File: src/rtl/lcd_figure_arbiter.sv
// Round-robin arbiter for three figure-update requesters sharing one LCD write engine.
// Each requester keeps one pending code. An issued figure stays on the display for a minimum hold time.
module lcd_figure_arbiter #(
  parameter int unsigned HOLD_CYCLES    = 50000,
  parameter int unsigned TIMEOUT_CYCLES = 1000000
) (
  input  logic        clk,
  input  logic        reset,
  input  logic [2:0]  req,
  input  logic [11:0] fig,
  input  logic        lcd_done,
  output logic        lcd_start,
  output logic [3:0]  lcd_figure,
  output logic [2:0]  ack,
  output logic        busy,
  output logic        timeout_err
);

  localparam int unsigned MAXC = (HOLD_CYCLES > TIMEOUT_CYCLES) ? HOLD_CYCLES : TIMEOUT_CYCLES;
  localparam int unsigned CW   = (MAXC < 2) ? 1 : $clog2(MAXC);
  localparam logic [CW-1:0] HOLD_LAST = CW'(HOLD_CYCLES - 1);
  localparam logic [CW-1:0] TO_LAST   = CW'(TIMEOUT_CYCLES - 1);

  typedef enum logic [1:0] {IDLE, ISSUE, WAIT_DONE, HOLD} state_t;

  state_t      state, state_nx;
  logic [2:0]  pending;
  logic [3:0]  code [3];
  logic [1:0]  last_grant;
  logic [1:0]  winner;
  logic [1:0]  pick;
  logic        pick_valid;
  int unsigned rr_idx;
  logic [CW-1:0] cnt;
  logic        cnt_clr;
  logic        cnt_inc;
  logic        set_to;

  // Round-robin search starting one past the last grant.
  always_comb begin
    pick       = '0;
    pick_valid = 1'b0;
    rr_idx     = 0;
    for (int unsigned k = 0; k < 3; k++) begin
      rr_idx = (32'(last_grant) + 32'd1 + k) % 32'd3;
      if (!pick_valid && pending[rr_idx]) begin
        pick_valid = 1'b1;
        pick       = 2'(rr_idx);
      end
    end
  end

  always_comb begin
    state_nx = state;
    cnt_clr  = 1'b0;
    cnt_inc  = 1'b0;
    set_to   = 1'b0;
    unique case (state)
      IDLE: begin
        if (pick_valid) state_nx = ISSUE;
      end
      ISSUE: begin
        state_nx = WAIT_DONE;
        cnt_clr  = 1'b1;
      end
      WAIT_DONE: begin
        if (lcd_done) begin
          state_nx = HOLD;
          cnt_clr  = 1'b1;
        end else if (cnt == TO_LAST) begin
          state_nx = HOLD;
          cnt_clr  = 1'b1;
          set_to   = 1'b1;
        end else begin
          cnt_inc = 1'b1;
        end
      end
      HOLD: begin
        if (cnt == HOLD_LAST) state_nx = IDLE;
        else                  cnt_inc  = 1'b1;
      end
      default: state_nx = IDLE;
    endcase
  end

  // Start/ack are gated by reset so that a reset in the ISSUE cycle emits nothing.
  always_comb begin
    lcd_start = (state == ISSUE) && !reset;
    ack       = lcd_start ? (3'b001 << winner) : '0;
    busy      = (state != IDLE);
  end

  always_ff @(posedge clk) begin
    if (reset) begin
      state       <= IDLE;
      pending     <= '0;
      last_grant  <= 2'd2;
      winner      <= '0;
      cnt         <= '0;
      lcd_figure  <= '0;
      timeout_err <= 1'b0;
      for (int unsigned i = 0; i < 3; i++) code[i] <= '0;
    end else begin
      state <= state_nx;

      if (cnt_clr)                 cnt <= '0;
      else if (cnt_inc && cnt != '1) cnt <= cnt + 1'b1;

      if (set_to) timeout_err <= 1'b1;

      // A request arriving in the decision cycle forwards its fresh code.
      if (state == IDLE && pick_valid) begin
        winner     <= pick;
        lcd_figure <= req[pick] ? fig[4*pick +: 4] : code[pick];
      end

      if (state == ISSUE) last_grant <= winner;

      for (int unsigned i = 0; i < 3; i++) begin
        if (req[i]) begin
          pending[i] <= 1'b1;
          code[i]    <= fig[4*i +: 4];
        end else if (state == ISSUE && 32'(winner) == i) begin
          pending[i] <= 1'b0;
        end
      end
    end
  end

endmodule
File: config.mk
export PLATFORM = sky130hd
export DESIGN_NAME = lcd_figure_arbiter
export DESIGN_NICKNAME = d
export VERILOG_FILES = /design/src/rtl/lcd_figure_arbiter.sv
export SDC_FILE = /design/constraint.sdc
export NUM_CORES = 1
export LEC_CHECK = 0
export CAP_MARGIN = 0
export CORE_MARGIN = 5
export CORE_UTILIZATION = 45
export CTS_BUF_LIST = sky130_fd_sc_hd__clkbuf_16
export CTS_CLUSTER_SIZE = 30
export DETAILED_ROUTE_END_ITERATION = 12
export PLACE_DENSITY = 0.66
export SYNTH_ARGS = -nofsm -noshare
export SYNTH_HDL_FRONTEND = slang
export SYNTH_SLANG_ARGS = --single-unit
File: constraint.sdc
create_clock -name clk -period 4.83 [get_ports clk]
set_input_delay 1.449 -clock clk [delete_from_list [all_inputs] [get_ports clk]]
set_output_delay 1.449 -clock clk [all_outputs]
set_load 0.005 [all_outputs]
==> metrics.txt <==
max cap viols=0; htree depth=2; Post-Route Skew=slightly above 6 ps; number of global-route vias before repair=1,908; Critical Path End Type=primary output; worst setup margin=approximately 660 ps; CP Launch Type=primary input; post-layout min period=between 4000 and 5000 ps; TritonCTS clock tree=done; Post-synth EDFFs=12; clock sinks=46; initial core utilization=45.4%; share of layout cells above drive strength 1=between 10% and 20%; first-pass GRT wire length=slightly above 9000 µm; Flop pwr share=between 30 and 40%; Final Setup Violations=0; routed len/inst=around 14 µm; Post-synth top cells=dfxtp_1, nor2_1, nand2_1; Yosys Warn Count=0; row count=28; worst reg2reg path startpoint=last_grant[0]; diodes inserted=0; Max Buffers Root-to-Sink=2; adder-cell share of the synthesized area=3.79%; largest net degree at the start of global routing=21; synth top area cells=dfxtp_1, edfxtp_1, nor2_1, xor2_1, ha_1; P_int=0.991 mW; Setup Buffers After CTS=0; Compound-Gate Fraction of Synth Area=approximately 16%; Post-Place Cells=approximately 370; Post-Syn Instances=between 200 and 300; outcome=finished clean; antenna viol nets, final=0; Yosys cell types=just under 60; worst slew pin tran=between 600 and 700 ps; area leader, netlist=dfxtp_1; leakage=1.16 nW; CTS buffer count=5; NetSw=0.455 mW; CP required=between 3000 and 4000 ps; unrepaired setup endpoints after global routing=no; top_reg_cell synth=dfxtp_1; met3 GRT Util=3.23%; # DRC=0; met1 Track Usage GR=approximately a fifth; # IOs=28; Synth Area in XOR/XNOR=under 10%; Area Growth Syn to Fin=19.0%; clk slew on worst S/H paths=around 60 ps; Final Routed Wirelength=roughly 5300 µm; R2R depth=9; root buf cell=clkbuf_16; GRT Resource Usage Total=about 15%; met2 global-route usage=about a quarter; worst reg2reg endpoint=lcd_figure[0]; Comb pwr share=a little over a third; sequential share of the synthesized area=39.4%; clock power share=between 30% and 40%; Pre-Repair DR Iteration Count=4; ys async rst share=0%; Arr. time, crit path=2720 ps; DP HPWL=3950 µm; most frequent cell after synthesis=dfxtp_1; largest family of logic cells by synthesized area=simple AND/OR/NAND/NOR gates; crit share post-route=a little under nine tenths; mux contribution to synthesized area=between 4 and 5%; setup_tns=0 ps; vias per cell=around 5.3; Max-slew headroom=between 50% and 60%; top-area cell type share of the netlist area=roughly 26%; Congestion Overflow GR=0; post-synthesis cell area=approximately 2600 µm²; CORE AREA=between 5000 and 6000 µm²; Post-Synthesis Net Count=304; mean post-synth cell area=between 9 and 10 µm²; #FFs+latches synth=46; GP Congestion=slightly below 0.8; GR peak layer=met2; critical path type=primary input to primary output; total die area=between 7000 and 8000 µm²; initial antenna violation count=0; Final Hold Fails=0; Worst-Skew Late Latency=roughly 280 ps; Die H=86.6 µm; CP Capture Point=ack[2]; die width=86.6 µm; Simple-Gate Fraction of Synth Area=between 20% and 30%; hold buffers post-CTS=0; Power Density=460 nW/µm²; post-cts repair resize count=0; Initial DRC Count=83; Final nets=330; Switching Share=roughly a third; I/O Buffers=27; maximum clock frequency=240 MHz; crit path launch=reset; R2R setup slack=2250 ps; crit-path max FO=8; post-place setup slack=644 ps; Final Instance Count excl. Fillers=380; via count=roughly 2,000; Final Slew Violations=0; worst min path class=flip-flop to flip-flop; maximum vdd drop=around 0.00023 V
## worst max-delay path, cell delays in order
cell and delay, ps:
clkdlybuf4s50_1 530, nor3_1 210, clkdlybuf4s50_1 530
## layer usage
layer  vias up  part of all wire, %
met2        26                   48
li1       1041                    -
met5         -                    0
met3         6                  4.2
met1       927                   47
met4         0                  1.1
## worst min-delay path by stage
stage               startpoint  endpoint  cells after the start
detailed placement      cnt[1]    cnt[1]                      2
CTS                     cnt[1]    cnt[1]                      2
floorplan               cnt[1]    cnt[1]                      2
finish                  cnt[1]    cnt[1]                      2
global route            cnt[1]    cnt[1]                      2
global placement        cnt[1]    cnt[1]                      2
## state kept, by name, indices dropped and copies added (netlist names)
name	flops
state	2
lcd_figure	4
pending	3
cnt	20
timeout_err	1
code	12
winner	2
last_grant	2
## layout by cell type, fill, tap and decap left out, drive strengths merged, types with 3 or more instances in the layout
master         instances
dfxtp                 34
nor2                  32
clkdlybuf4s50         27
nand2                 23
and2                  16
nand3                 15
xor2                  12
edfxtp                12
inv                   11
mux2i                  8
ha                     8
o21ai                  8
a21oi                  8
xnor2                  7
nor3                   7
a221oi                 6
nor2b                  5
and3                   5
clkbuf                 5
o31ai                  5
nand4                  4
o211a                  4
mux2                   4
or3                    4
nand2b                 3
or2                    3
nand3b                 3
o211ai                 3
## through the flow
stage               instance area [µm²]  total power [mW]  hold slack (ps)  util (%)
finish                             3140              1.45              472      54.1
global route                       3140              1.54              502      54.1
CTS                                3140              1.46              479      54.1
detailed placement                 2950              1.02              470      50.7
global placement                   2950              1.01              462      50.7
floorplan                          2640             0.888              449         -
## power by group through the flow
| stage | combinational [mW] | sequential [mW] | clock [mW] |
|---|---|---|---|
| global route | 0.587 | 0.485 | 0.469 |
| detailed placement | 0.529 | 0.488 | 0 |
| floorplan | 0.407 | 0.481 | 0 |
| finish | 0.527 | 0.479 | 0.439 |
| CTS | 0.532 | 0.479 | 0.450 |
| global placement | 0.527 | 0.486 | 0 |
## cells by family (layout without fill, tap and decap cells)
family,after synthesis,in the layout
AO/OA/AOI/OAI,45,45
multiplexers,12,12
buffers and inverters,21,48
AND/OR/NAND/NOR,127,127
XOR/XNOR,19,19
adder cells (fa/ha/maj),8,8
flip-flops,46,46
## cell type report
type	count	area, µm²
Clock buffer	5	125
Clock inverter	3	68.8
Fill cell	541	2670
Inverter	12	45.0
Multi-Input combinational cell	211	1490
Sequential cell	46	1040
Tap cell	75	93.8
Timing Repair Buffer	28	278
Power figures use the tool's default switching activity.
